## config.mk

```make
export PLATFORM = sky130hd
export DESIGN_NAME = button_repeater_flat
export DESIGN_NICKNAME = d
export VERILOG_FILES = /design/src/rtl/button_repeater_if.sv /design/src/rtl/button_repeater.sv /design/src/flat_wrapper.sv
export SDC_FILE = /design/constraint.sdc
export NUM_CORES = 1
export LEC_CHECK = 0
export CAP_MARGIN = 15
export CORE_UTILIZATION = 60
export DETAILED_ROUTE_END_ITERATION = 8
export PLACE_DENSITY = 0.79
export RECOVER_POWER = 100
export SETUP_SLACK_MARGIN = 0.05
export SKIP_CTS_REPAIR_TIMING = 1
export SKIP_LAST_GASP = 1
export SLEW_MARGIN = 20
export SYNTH_ARGS = -nofsm -noshare
export SYNTH_HDL_FRONTEND = slang
export SYNTH_SLANG_ARGS = --single-unit
```

## constraint.sdc

```tcl
create_clock -name clk_in -period 2.5 [get_ports clk_in]
set_clock_uncertainty 0.05 [all_clocks]
set_input_delay 0.5 -clock clk_in [delete_from_list [all_inputs] [get_ports clk_in]]
set_output_delay 0.5 -clock clk_in [all_outputs]
set_load 0.02 [all_outputs]
```

## src/rtl/button_repeater_if.sv

```systemverilog
// Button event bundle: the debounced level in, and the registered event pulses/level out.
`timescale 1ns/1ps

interface button_repeater_if;
  logic level_in;
  logic press_out;
  logic release_out;
  logic hold_out;
  logic repeat_out;
  logic held_out;

  // master: the consumer that supplies the button level and watches events
  modport master (
    output level_in,
    input  press_out, release_out, hold_out, repeat_out, held_out
  );

  // slave: the repeater itself
  modport slave (
    input  level_in,
    output press_out, release_out, hold_out, repeat_out, held_out
  );
endinterface

```

## src/rtl/button_repeater.sv

```systemverilog
// Press/release/hold/auto-repeat event generator for a debounced button level.
// Define BUTTON_AUTOREPEAT_EN to enable periodic repeat_out pulses while held.
`timescale 1ns/1ps

module button_repeater #(
  parameter real CLK_PERIOD_NS  = 13.47,
  parameter int  HOLD_TIME_MS   = 500,
  parameter int  REPEAT_TIME_MS = 100
) (
  input  logic              clk_in,
  input  logic              rst_n_in,
  button_repeater_if.slave  btn
);

  localparam int HOLD_CYCLES   = int'($ceil(real'(HOLD_TIME_MS)   * 1.0e6 / CLK_PERIOD_NS));
  localparam int REPEAT_CYCLES = int'($ceil(real'(REPEAT_TIME_MS) * 1.0e6 / CLK_PERIOD_NS));
  localparam int MAX_CYCLES    = (HOLD_CYCLES > REPEAT_CYCLES) ? HOLD_CYCLES : REPEAT_CYCLES;
  localparam int CNT_W         = $clog2(MAX_CYCLES + 1);

  localparam logic [CNT_W-1:0] CNT_ONE  = CNT_W'(1);
  localparam logic [CNT_W-1:0] HOLD_MAX = CNT_W'(HOLD_CYCLES);
`ifdef BUTTON_AUTOREPEAT_EN
  localparam logic [CNT_W-1:0] REPEAT_MAX = CNT_W'(REPEAT_CYCLES);
`endif

  if (HOLD_CYCLES < 1 || REPEAT_CYCLES < 1) begin : g_bad_params
    $error("button_repeater: HOLD_CYCLES and REPEAT_CYCLES must both be >= 1");
  end

  typedef enum logic [1:0] {
    ST_IDLE,
    ST_PRESSED,
    ST_HELD
  } state_e;

  state_e           state_q, state_d;
  logic [CNT_W-1:0] cnt_q, cnt_d;
  logic             run_q;
  logic             press_q, press_d;
  logic             release_q, release_d;
  logic             hold_q, hold_d;
  logic             held_q;
`ifdef BUTTON_AUTOREPEAT_EN
  logic             repeat_q, repeat_d;
`endif

  // Reset release is two-staged: run_q is the first stage and the state
  // register is the second, so the second rising edge after deassertion is
  // the first one that can act on level_in.
  always_ff @(posedge clk_in or negedge rst_n_in) begin
    if (!rst_n_in) run_q <= 1'b0;
    else           run_q <= 1'b1;
  end

  // NOTE: every variable assigned here gets a default first, so no path
  // through the case leaves it unassigned and no latch is inferred.
  always_comb begin
    state_d   = state_q;
    cnt_d     = cnt_q;
    press_d   = 1'b0;
    release_d = 1'b0;
    hold_d    = 1'b0;
`ifdef BUTTON_AUTOREPEAT_EN
    repeat_d  = 1'b0;
`endif
    unique case (state_q)
      ST_IDLE: begin
        if (btn.level_in) begin
          state_d = ST_PRESSED;
          cnt_d   = CNT_ONE;
          press_d = 1'b1;
        end
      end
      ST_PRESSED: begin
        if (!btn.level_in) begin
          state_d   = ST_IDLE;
          cnt_d     = '0;
          release_d = 1'b1;
        end else if (cnt_q == HOLD_MAX) begin
          state_d = ST_HELD;
          cnt_d   = CNT_ONE;
          hold_d  = 1'b1;
        end else begin
          cnt_d = cnt_q + CNT_ONE;
        end
      end
      ST_HELD: begin
        // Release is tested first so it wins over a coinciding repeat.
        if (!btn.level_in) begin
          state_d   = ST_IDLE;
          cnt_d     = '0;
          release_d = 1'b1;
        end
`ifdef BUTTON_AUTOREPEAT_EN
        else if (cnt_q == REPEAT_MAX) begin
          cnt_d    = CNT_ONE;
          repeat_d = 1'b1;
        end else begin
          cnt_d = cnt_q + CNT_ONE;
        end
`endif
      end
      default: begin
        state_d = ST_IDLE;
        cnt_d   = '0;
      end
    endcase
  end

  // NOTE: sequential state uses non-blocking assignments so every flop
  // samples the pre-edge values regardless of statement order.
  always_ff @(posedge clk_in or negedge rst_n_in) begin
    if (!rst_n_in) begin
      state_q   <= ST_IDLE;
      cnt_q     <= '0;
      press_q   <= 1'b0;
      release_q <= 1'b0;
      hold_q    <= 1'b0;
      held_q    <= 1'b0;
`ifdef BUTTON_AUTOREPEAT_EN
      repeat_q  <= 1'b0;
`endif
    end else if (run_q) begin
      state_q   <= state_d;
      cnt_q     <= cnt_d;
      press_q   <= press_d;
      release_q <= release_d;
      hold_q    <= hold_d;
      held_q    <= (state_d == ST_HELD);
`ifdef BUTTON_AUTOREPEAT_EN
      repeat_q  <= repeat_d;
`endif
    end
  end

  assign btn.press_out   = press_q;
  assign btn.release_out = release_q;
  assign btn.hold_out    = hold_q;
  assign btn.held_out    = held_q;
`ifdef BUTTON_AUTOREPEAT_EN
  assign btn.repeat_out  = repeat_q;
`else
  assign btn.repeat_out  = 1'b0;
`endif

endmodule

```

## src/flat_wrapper.sv

```systemverilog
// flat-port wrapper written by rule: the top's interface ports become plain ports
module button_repeater_flat 
#(
  parameter real CLK_PERIOD_NS  = 13.47,
  parameter int  HOLD_TIME_MS   = 500,
  parameter int  REPEAT_TIME_MS = 100
)
  (clk_in, rst_n_in, btn_level_in, btn_press_out, btn_release_out, btn_hold_out, btn_repeat_out, btn_held_out);
  button_repeater_if btn_i ();
  input  logic clk_in;
  input  logic rst_n_in;
  input wire logic [$bits(btn_i.level_in)-1:0] btn_level_in;
  output wire logic [$bits(btn_i.press_out)-1:0] btn_press_out;
  output wire logic [$bits(btn_i.release_out)-1:0] btn_release_out;
  output wire logic [$bits(btn_i.hold_out)-1:0] btn_hold_out;
  output wire logic [$bits(btn_i.repeat_out)-1:0] btn_repeat_out;
  output wire logic [$bits(btn_i.held_out)-1:0] btn_held_out;
  assign btn_i.level_in = btn_level_in;
  assign btn_press_out = btn_i.press_out;
  assign btn_release_out = btn_i.release_out;
  assign btn_hold_out = btn_i.hold_out;
  assign btn_repeat_out = btn_i.repeat_out;
  assign btn_held_out = btn_i.held_out;
  button_repeater #(.CLK_PERIOD_NS(CLK_PERIOD_NS), .HOLD_TIME_MS(HOLD_TIME_MS), .REPEAT_TIME_MS(REPEAT_TIME_MS)) u_core (.clk_in(clk_in), .rst_n_in(rst_n_in), .btn(btn_i));
endmodule
```

==> flow_summary.yaml, run 1 <==
status:
  status: "finished with violations"
  violations: "DRC"
layout:
  diodes: 0
  finish.utilization_pct: 70.7
  areaGrowthSynthToFinish_pct: 12.9
  finalNonFillerCells: 267
  post_layout_inst_area_um2: 2140
  post_route_cells_drive_above_1_share_pct: 11.2
  nets: 231
drt:
  drt_wl_total_um: 4220
  viasPerCell: 6.10
  drt_first_iter_violations: 90
  drc: 1
  final_antenna_net_count: 0
  dr.pass1.iters: 6
  avgRoutedWirePerCell_um: 15.8
  total_number_of_vias: 1629
synthesis:
  yosysSeqAreaShare_pct: 43.6
  number_of_enable_type_register_cells_in_the_synthesized_netlist: 0
  synthDominantCellAreaShare_pct: 43.6
  yosys.cell_types.count: 45
  synthesis.instances: 206
  synthDominantAreaCellType: "sky130_fd_sc_hd__dfrtp_1"
  synthesis.nets: 215
  synth.ff_latch_count: 33
  syn-cell-area_um2: 1890
  async_reset_ff_share_pct: 100
  post_synth.cell_area_avg_um2: 9.20
  yosysWarnings: 0
  yosys-top-cells-area: "sky130_fd_sc_hd__dfrtp_1, sky130_fd_sc_hd__nor2_1, sky130_fd_sc_hd__xnor2_1, sky130_fd_sc_hd__ha_1, sky130_fd_sc_hd__nand3_1"
  synth_top_flop_cell: "sky130_fd_sc_hd__dfrtp_1"
pwr:
  proportion_of_power_drawn_by_combinational_gates_pct: 26.5
  peakVddDrop_v: 0.000442
  power_dissipated_by_switching_net_loads_w: 0.000447
  power.share.switching_pct: 32.6
  cellLeakagePower_nw: 0.937
  pwr-share-seq_pct: 43.6
  internal-power_w: 0.000922
  power-per-cell-area_nw_per_um2: 640
  share_clk_of_total_power_pct: 29.9
worst_setup_path:
  critical_path_startpoint_category: "flop"
  worst_ep_required_time_ns: 2.68
  cp_cell_sequence: "inv_1 -> ha_1 -> or4b_4 -> nor4_4 -> a211oi_1 -> clkbuf_1 -> nor3b_1 -> a211o_1"
  max_fanout_on_critical_path: 8
  worst-path-buf-inv: 2
  critPathCaptureType: "flop"
  max_stage_delay_on_crit_path_ns: 0.48
  critical_path.top_delay_family: "simple AND/OR/NAND/NOR gates"
  cp_slowest_cell: "sky130_fd_sc_hd__or4b_4"
  arrival_ns: 2.57
  kind_of_critical_path: "flop to flop"
placement:
  io_buffer_count: 6
  place_inst: 259
  globalplace.congestion: 0.856
  place.detailed.hpwl_um: 3100
  placed_standard_cell_area_um2: 2070
grt:
  wire_length_of_the_first_global_routing_pass_um: 6980
  globalRoute.totalOverflow: 0
  grt_util_all_layers_pct: 27.6
  number_of_antenna_violations_at_the_first_check_in_global_routing: 0
  largest_net_degree_at_the_start_of_global_routing: 34
  first_global_vias: 1507
die:
  core_area_um2: 3030
  fp.dieH_um: 58.2
  start_util_pct: 62.6
  floorplan.rows: 20
  design.die.area_um2: 3390
  die_x_um: 58.2
  io_pins: 8
timing:
  grt_setup_unrepaired: "no"
  setup_viols_final: 0
  finalCriticalPeriod_ns: 2.39
  hold-worst-slack_ns: 0.452
  upper_clock_frequency_limit_mhz: 419
  tns_ns: 0
  timing.final.crit_share_pct: 95.5
  slew_viol_final: 0
  final_hold_viol_count: 0
  timing_worst_slew_pin_value_ns: 0.801
  slew_headroom_pct: 46.6
hold_path:
  hold_path.class: "flop to flop"
clock_network:
  ctsRootBufferMaster: "sky130_fd_sc_hd__clkbuf_4"
  clock_insertion_delay_worst_skew_ns: 0.35
  clk_pin_slew_ns: 0.12
  tritoncts: "built"
  tritoncts.num_buffers: 5
  cts_htree_levels: 2
  cts_sinks: 33
  clk_path_buf_depth: 2
run:
  maxCapViolCount: 0
metrics by stage:
step | total power, W | setup slack (ns)
after CTS | 0.00139 | 0.0496
final | 0.00137 | 0.112
after global placement | 0.000966 | 0.102
after detailed placement | 0.000980 | 0.0674
after floorplan | 0.000831 | 0.253
after global routing | 0.00144 | 0.0274
cells in the mapped netlist (2+ instances only):
cell type / n
sky130_fd_sc_hd__a211oi_1: 2
sky130_fd_sc_hd__a21o_1: 2
sky130_fd_sc_hd__a21oi_1: 6
sky130_fd_sc_hd__a31oi_1: 3
sky130_fd_sc_hd__and2_1: 3
sky130_fd_sc_hd__and3_1: 6
sky130_fd_sc_hd__and4_1: 5
sky130_fd_sc_hd__buf_4: 2
sky130_fd_sc_hd__clkbuf_1: 5
sky130_fd_sc_hd__conb_1: 2
sky130_fd_sc_hd__dfrtp_1: 33
sky130_fd_sc_hd__ha_1: 6
sky130_fd_sc_hd__inv_1: 8
sky130_fd_sc_hd__nand2_1: 13
sky130_fd_sc_hd__nand2b_1: 2
sky130_fd_sc_hd__nand3_1: 15
sky130_fd_sc_hd__nand3b_1: 4
sky130_fd_sc_hd__nand4_1: 8
sky130_fd_sc_hd__nor2_1: 24
sky130_fd_sc_hd__nor3_1: 4
sky130_fd_sc_hd__nor4_1: 5
sky130_fd_sc_hd__nor4b_1: 2
sky130_fd_sc_hd__o21ai_0: 10
sky130_fd_sc_hd__o2bb2ai_1: 2
sky130_fd_sc_hd__xnor2_1: 9
sky130_fd_sc_hd__xor2_1: 6
flip-flops by register name (all words and copies together), names as in the netlist:
register / cells
u_core.btn.held_out: 1
u_core.state_q: 2
u_core.cnt_q: 26
u_core.run_q: 1
u_core.btn.hold_out: 1
u_core.btn.press_out: 1
u_core.btn.release_out: 1
cells by family (layout without fill, tap and decap cells):
logic type | Yosys count | in the layout | synth area share, %
compound gates | 32 | 32 | 11.0
xor+xnor | 15 | 15 | 6.94
fa+ha+maj | 6 | 6 | 3.96
buf+inv | 17 | 34 | 3.83
flops | 33 | 33 | 43.6
mux | 2 | 2 | 1.12
other cells | 2 | 2 | 0.396
simple gates | 99 | 99 | 29.1
cell usage in the layout (no fill, tap or decap), types with 5 or more instances in the layout:
cell and instances:
sky130_fd_sc_hd__dfrtp_1 33, sky130_fd_sc_hd__a21oi_1 6, sky130_fd_sc_hd__nor2_1 25, sky130_fd_sc_hd__nand4_1 8, sky130_fd_sc_hd__o21ai_0 10, sky130_fd_sc_hd__nor4_1 5
sky130_fd_sc_hd__and3_1 6, sky130_fd_sc_hd__nand3_1 15, sky130_fd_sc_hd__xnor2_1 9, sky130_fd_sc_hd__xor2_1 6, sky130_fd_sc_hd__ha_1 6, sky130_fd_sc_hd__buf_4 7
sky130_fd_sc_hd__dlygate4sd3_1 6, sky130_fd_sc_hd__clkbuf_4 5, sky130_fd_sc_hd__inv_1 8, sky130_fd_sc_hd__and4_1 5, sky130_fd_sc_hd__nand2_1 13
layer usage:
metal	vias to the layer above	part of all wire [%]	GRT usage [%]
met2	55	45	41.2
met1	802	47	39.1
met4	0	1.3	8.50
met3	8	7.1	7.59
met5	-	0	0
li1	764	-	-
cell type report:
| type | instances | area, µm² |
|---|---|---|
| clock buffer | 5 | 37.5 |
| timing repair buffer | 18 | 151 |
| clock inverter | 3 | 46.3 |
| sequential | 33 | 826 |
| fill | 243 | 888 |
| inverter | 8 | 30.0 |
| multi-input combinational | 156 | 993 |
| tap | 44 | 55.1 |
power by group through the flow:
stage / clock network, W / registers, W / logic (W)
final: 0.000410 / 0.000597 / 0.000363
after global routing: 0.000436 / 0.000602 / 0.000404
after CTS: 0.000417 / 0.000596 / 0.000376
after detailed placement: 0 / 0.000607 / 0.000373
after global placement: 0 / 0.000604 / 0.000362
after floorplan: 0 / 0.000615 / 0.000215
worst paths after layout:
kind / from / end / slack [ns] / cells after the start
worst min-delay path: u_core.cnt_q[24]$_DFFE_PN0P_ / u_core.cnt_q[24]$_DFFE_PN0P_ / 0.45 / 1
worst min register to register: u_core.cnt_q[24]$_DFFE_PN0P_ / u_core.cnt_q[24]$_DFFE_PN0P_ / 0.45 / 1
worst max register to register: u_core.cnt_q[1]$_DFFE_PN0P_ / u_core.cnt_q[23]$_DFFE_PN0P_ / 0.11 / 8
max in group asynchronous: rst_n_in / u_core.cnt_q[18]$_DFFE_PN0P_ / 1.18 / 2
min in group asynchronous: rst_n_in / u_core.btn.hold_out$_DFFE_PN0P_ / 0.69 / 2
worst max-delay path: u_core.cnt_q[1]$_DFFE_PN0P_ / u_core.cnt_q[23]$_DFFE_PN0P_ / 0.11 / 8
Power figures use the tool's default switching activity.
==> inputs of run 2 (changes only) <==
- CORE_UTILIZATION: 60 -> 30
- PLACE_DENSITY: 0.79 -> not set
==> run 2 against run 1 <==
- the flow now finishes without violations
- sequential share of layout area decreased by 1.2 points
- utilization decreased by 34 points
- cell area increased by 3.1%
- final cell count increased by 13%
- sequential power about the same
- hold slack got worse by 0.020 ns
- clock power about the same
- count of clock-buffer cells in the layout increased by 2
- register-to-register slack improved by 0.098 ns
- via count decreased by 4.1%
- sequential cell count unchanged
- critical path type unchanged
- critical endpoint is now u_core.state_q[0]$_DFFE_PN0P_
- largest power group unchanged
- highest routed layer unchanged
==> flow_summary.yaml, run 2 (synthesized netlist as in run 1, its figures left out) <==
timing:
  grt_setup_unrepaired: "no"
  slew_viol_final: 0
  finalCriticalPeriod_ns: 2.29
  upper_clock_frequency_limit_mhz: 437
  tns_ns: 0
  setup_viols_final: 0
  timing_worst_slew_pin_value_ns: 0.851
  slew_headroom_pct: 43.2
  timing.final.crit_share_pct: 91.6
  final_hold_viol_count: 0
pwr:
  power-per-cell-area_nw_per_um2: 618
  fin_total_pwr_w: 0.00136
  peakVddDrop_v: 0.000295
  cellLeakagePower_nw: 0.953
clock_network:
  clk_pin_slew_ns: 0.07
  tritoncts: "built"
  ctsRootBufferMaster: "sky130_fd_sc_hd__clkbuf_8"
  cts_sinks: 33
  cts_htree_levels: 2
  tritoncts.num_buffers: 5
  clock_insertion_delay_worst_skew_ns: 0.28
  clk_path_buf_depth: 2
grt:
  wire_length_of_the_first_global_routing_pass_um: 7530
  largest_net_degree_at_the_start_of_global_routing: 34
  globalRoute.totalOverflow: 0
  number_of_antenna_violations_at_the_first_check_in_global_routing: 0
  grt_util_all_layers_pct: 15.1
  first_global_vias: 1552
drt:
  total_number_of_vias: 1563
  drt_wl_total_um: 4230
  drc: 0
  viasPerCell: 5.19
  final_antenna_net_count: 0
  drt_first_iter_violations: 81
  avgRoutedWirePerCell_um: 14.1
  dr.pass1.iters: 4
layout:
  nets: 235
  post_route_cells_drive_above_1_share_pct: 11.1
  layout.cells.most_common: "sky130_fd_sc_hd__dfrtp_1"
  multi_input_area_um2: 990
  areaGrowthSynthToFinish_pct: 16.4
  fill_cells: 607
  register_area_um2: 826
  regMostFlops: "u_core.cnt_q"
  most-common-layout-cells: "sky130_fd_sc_hd__dfrtp_1, sky130_fd_sc_hd__nor2_1, sky130_fd_sc_hd__nand3_1, sky130_fd_sc_hd__nand2_1, sky130_fd_sc_hd__o21ai_0"
  diodes: 0
  registers_with_the_most_flip_flops: "u_core.cnt_q (26), u_core.state_q (2)"
  largest_register_ff_count: 26
worst_setup_path:
  critical_path.top_delay_family: "simple AND/OR/NAND/NOR gates"
  critical_path_startpoint_category: "flop"
  worst_ep_required_time_ns: 2.61
  critPathCaptureType: "flop"
  worst-path-buf-inv: 1
  cp_cell_sequence: "inv_1 -> ha_1 -> or4b_1 -> nor4_4 -> a21oi_2 -> o31a_1 -> mux2_2"
  max_stage_delay_on_crit_path_ns: 0.48
  kind_of_critical_path: "flop to flop"
  arrival_ns: 2.41
  cp_slowest_cell: "sky130_fd_sc_hd__or4b_1"
  max_fanout_on_critical_path: 6
placement:
  place.detailed.hpwl_um: 3090
  globalplace.congestion: 0.847
  io_buffer_count: 6
die:
  start_util_pct: 31.6
  io_pins: 8
  floorplan.rows: 28
  core_area_um2: 5990
  design.die.area_um2: 6640
  fp.dieH_um: 81.5
  die_x_um: 81.5
hold_path:
  hold_path.class: "flop to flop"
run:
  maxCapViolCount: 0
status:
  status: "complete, no violations"
## run 2: final timing paths
| kind | from | endpoint | slack, ns | cells after the start |
|---|---|---|---|---|
| max | u_core.cnt_q[1]$_DFFE_PN0P_ | u_core.state_q[0]$_DFFE_PN0P_ | 0.21 | 7 |
| min | u_core.btn.held_out$_DFFE_PN0P_ | u_core.btn.held_out$_DFFE_PN0P_ | 0.43 | 1 |
| max reg2reg | u_core.cnt_q[1]$_DFFE_PN0P_ | u_core.state_q[0]$_DFFE_PN0P_ | 0.21 | 7 |
| min reg2reg | u_core.btn.held_out$_DFFE_PN0P_ | u_core.btn.held_out$_DFFE_PN0P_ | 0.43 | 1 |
| max in group asynchronous | rst_n_in | u_core.cnt_q[21]$_DFFE_PN0P_ | 1.07 | 2 |
| min in group asynchronous | rst_n_in | u_core.btn.held_out$_DFFE_PN0P_ | 0.80 | 2 |
## run 2: layout make-up
class / instances / share of cell area, %
Inverter: 8 / 1.36
Clock buffer: 7 / 3.91
Timing Repair Buffer: 22 / 8.17
Sequential cell: 33 / 37.4
Multi-Input combinational cell: 156 / 44.9
Tap cell: 75 / 4.25
## run 2: metrics by stage
stage | hold WS [ns] | instance area [µm²] | cells | setup slack [ns] | utilization, %
floorplan | 0.154 | 1890 | 206 | 0.253 | -
detailed placement | 0.436 | 2130 | 293 | 0.0634 | 35.6
global placement | 0.428 | 2130 | 293 | 0.0713 | 35.6
global route | 0.454 | 2210 | 301 | 0.0517 | 36.8
finish | 0.432 | 2210 | 301 | 0.210 | 36.8
CTS | 0.451 | 2220 | 300 | 0.0490 | 37.0
## run 2: where the power goes
part           leakage (nW)  total (W)  switching [W]  internal (W)
logic                 0.456   0.000354       0.000206      0.000148
clock network        0.0443   0.000410       0.000192      0.000218
registers             0.452   0.000600      0.0000335      0.000566
## run 2: per-layer routing
layer | up-vias | GRT usage, % | wire length, µm
met5 | - | 0 | 0
met3 | 7 | 3.78 | 183
met4 | 0 | 6.61 | 83
met2 | 33 | 23.0 | 1890
met1 | 751 | 20.2 | 2080
li1 | 772 | - | -
## run 2: worst reg2reg max path: stages, from the launching register on
cell and delay, ns:
sky130_fd_sc_hd__dfrtp_1 0.41, sky130_fd_sc_hd__inv_1 0.08, sky130_fd_sc_hd__ha_1 0.13, sky130_fd_sc_hd__or4b_1 0.48, sky130_fd_sc_hd__nor4_4 0.27, sky130_fd_sc_hd__a21oi_2 0.18
sky130_fd_sc_hd__o31a_1 0.30, sky130_fd_sc_hd__mux2_2 0.28
==> inputs of run 3 (changes only) <==
- ABC_AREA: not set -> 1
- clock period: 2.5 -> 2.4 ns (I/O delays scaled with it)
==> run 3 against run 2 <==
- the flow now finishes with violations (capacitance limit, slew limit)
- sequential share of layout area shrank 5.6 points
- clock power up 4%
- register-to-register slack improved by 0.23 ns
- critical path type is now input pin to flop
- critical endpoint is now u_core.cnt_q[20]$_DFFE_PN0P_
==> flow_summary.yaml, run 3 <==
synthesis:
  yosys.cell_types.count: 31
  synthesis.nets: 358
  synthesis.instances: 349
  yosysWarnings: 0
  synth.ff_latch_count: 33
  number_of_enable_type_register_cells_in_the_synthesized_netlist: 0
  post_synth.cell_area_avg_um2: 6.79
  yosys-top-cells-area: "sky130_fd_sc_hd__dfrtp_1, sky130_fd_sc_hd__nand2_1, sky130_fd_sc_hd__nor2_1, sky130_fd_sc_hd__inv_1, sky130_fd_sc_hd__nand3_1"
  syn-cell-area_um2: 2370
  yosysSeqAreaShare_pct: 34.8
  synth.most_common_cell: "sky130_fd_sc_hd__nand2_1"
  list_of_most_frequent_post_synthesis_cells: "sky130_fd_sc_hd__nand2_1, sky130_fd_sc_hd__nor2_1, sky130_fd_sc_hd__inv_1"
  async_reset_ff_share_pct: 100
  synthDominantCellAreaShare_pct: 34.8
  synthDominantAreaCellType: "sky130_fd_sc_hd__dfrtp_1"
  synth_top_flop_cell: "sky130_fd_sc_hd__dfrtp_1"
drt:
  final_antenna_net_count: 0
  total_number_of_vias: 2159
  drt_wl_total_um: 5690
  dr.pass1.iters: 4
  drt_first_iter_violations: 163
  viasPerCell: 4.67
  avgRoutedWirePerCell_um: 12.3
  drc: 0
timing:
  tns_ns: 0
  finalCriticalPeriod_ns: 2.08
  slew_viol_final: 34
  timing_worst_slew_pin_value_ns: 1.86
  upper_clock_frequency_limit_mhz: 480
  slew_headroom_pct: -23.8
  hold-worst-slack_ns: 0.431
  timing.final.crit_share_pct: 86.8
  grt_setup_unrepaired: "no"
  final_hold_viol_count: 0
  setup_viols_final: 0
layout:
  largest_register_ff_count: 26
  diodes: 0
  post_route_cells_drive_above_1_share_pct: 10.8
  most-common-layout-cells: "sky130_fd_sc_hd__nand2_1, sky130_fd_sc_hd__nor2_1, sky130_fd_sc_hd__inv_1, sky130_fd_sc_hd__dfrtp_1, sky130_fd_sc_hd__nand3_1"
  finish.utilization_pct: 33.7
  layout.cells.most_common: "sky130_fd_sc_hd__nand2_1"
  fill_cells: 836
  registers_with_the_most_flip_flops: "u_core.cnt_q (26), u_core.state_q (2)"
  regMostFlops: "u_core.cnt_q"
  areaGrowthSynthToFinish_pct: 9.23
  nets: 368
  post_layout_inst_area_um2: 2590
clock_network:
  clk_path_buf_depth: 2
  tritoncts.num_buffers: 5
  tritoncts: "built"
  clock_insertion_delay_worst_skew_ns: 0.29
  cts_sinks: 33
  ctsRootBufferMaster: "sky130_fd_sc_hd__clkbuf_8"
  cts_htree_levels: 2
  clk_pin_slew_ns: 0.08
grt:
  wire_length_of_the_first_global_routing_pass_um: 10100
  first_global_vias: 2187
  number_of_antenna_violations_at_the_first_check_in_global_routing: 0
  largest_net_degree_at_the_start_of_global_routing: 34
  grt_util_all_layers_pct: 15.2
  globalRoute.totalOverflow: 0
pwr:
  peakVddDrop_v: 0.000422
  fin_total_pwr_w: 0.00137
  power-per-cell-area_nw_per_um2: 530
  cellLeakagePower_nw: 1.25
die:
  start_util_pct: 30.8
  fp.dieH_um: 90.9
  io_pins: 8
  core_area_um2: 7690
  floorplan.rows: 32
  die_x_um: 90.9
  design.die.area_um2: 8260
status:
  status: "finished with violations"
  violations: "capacitance limit, slew limit"
placement:
  globalplace.congestion: 0.852
  place.detailed.hpwl_um: 4380
  placed_standard_cell_area_um2: 2530
  io_buffer_count: 6
worst_setup_path:
  kind_of_critical_path: "input pin to flop"
  arrival_ns: 2.26
  max_stage_delay_on_crit_path_ns: 0.64
  critPathCaptureType: "flop"
  cpMostUsedCell: "sky130_fd_sc_hd__nand2_1"
  max_fanout_on_critical_path: 10
  cp_slowest_cell: "sky130_fd_sc_hd__dlygate4sd3_1"
  cp_cell_sequence: "dlygate4sd3_1 -> inv_1 -> nand2_1 -> nand3_1 -> clkbuf_2 -> nor2_2 -> nand2_1 -> o21bai_1 -> a21boi_2"
  worst_ep_required_time_ns: 2.58
  critical_path_startpoint_category: "input pin"
hold_path:
  hold_path.class: "flop to flop"
run:
  maxCapViolCount: 1
-- run 3: report_power, final --
part           internal, W  leakage (nW)  switching [W]
Sequential        0.000594         0.450      0.0000367
Clock             0.000201        0.0450       0.000225
Combinational    0.0000956         0.751       0.000221
Total             0.000891          1.25       0.000483
-- run 3: final cells by class --
type                    instances  area [µm²]  share of cell area [%]
inverters                      49         186                    7.20
repair buffers                  8        62.6                    2.42
clock buffers                   6        72.6                    2.80
clock inverters                 2        10.0                   0.386
flip-flops and latches         33         826                    31.9
multi-input cells             262        1310                    50.4
well taps                     102         128                    4.93
-- run 3: worst paths after layout --
check                                                 from                               to  slack [ns]  cells after the start
max in group asynchronous                         rst_n_in     u_core.cnt_q[14]$_DFFE_PN0P_        0.60                      1
min in group asynchronous                         rst_n_in     u_core.cnt_q[25]$_DFFE_PN0P_        0.64                      1
max                                           btn_level_in     u_core.cnt_q[20]$_DFFE_PN0P_        0.32                      9
min reg2reg                u_core.btn.held_out$_DFFE_PN0P_  u_core.btn.held_out$_DFFE_PN0P_        0.43                      2
min                        u_core.btn.held_out$_DFFE_PN0P_  u_core.btn.held_out$_DFFE_PN0P_        0.43                      2
max reg2reg                    u_core.cnt_q[1]$_DFFE_PN0P_     u_core.cnt_q[17]$_DFFE_PN0P_        0.44                     11
-- run 3: layer usage --
metal / wire length (µm) / track usage [%]
met5: 0 / 0
met4: 104 / 5.16
met3: 241 / 2.61
met2: 2600 / 25.3
met1: 2740 / 20.0
-- run 3: cell families after synthesis --
kind of cell / synth area share [%]
AO/OA/AOI/OAI: 4.85
XOR/XNOR: 2.59
adder cells (fa/ha/maj): 3.17
buffers and inverters: 9.50
flip-flops: 34.8
other: 0.317
AND/OR/NAND/NOR: 44.7
-- run 3: worst max-delay path, delay by kind of cell --
| family | cells | cell delay, ns |
|---|---|---|
| AND/OR/NAND/NOR | 4 | 0.48 |
| buffers and inverters | 3 | 1.04 |
| AO/OA/AOI/OAI | 2 | 0.27 |
-- run 3: through the flow --
stage          setup WS [ns]  instances
5_1_grt                0.170        462
4_1_cts                0.448        462
6_report               0.318        462
2_1_floorplan          0.850        349
3_3_place_gp           0.279        454
3_5_place_dp           0.232        454
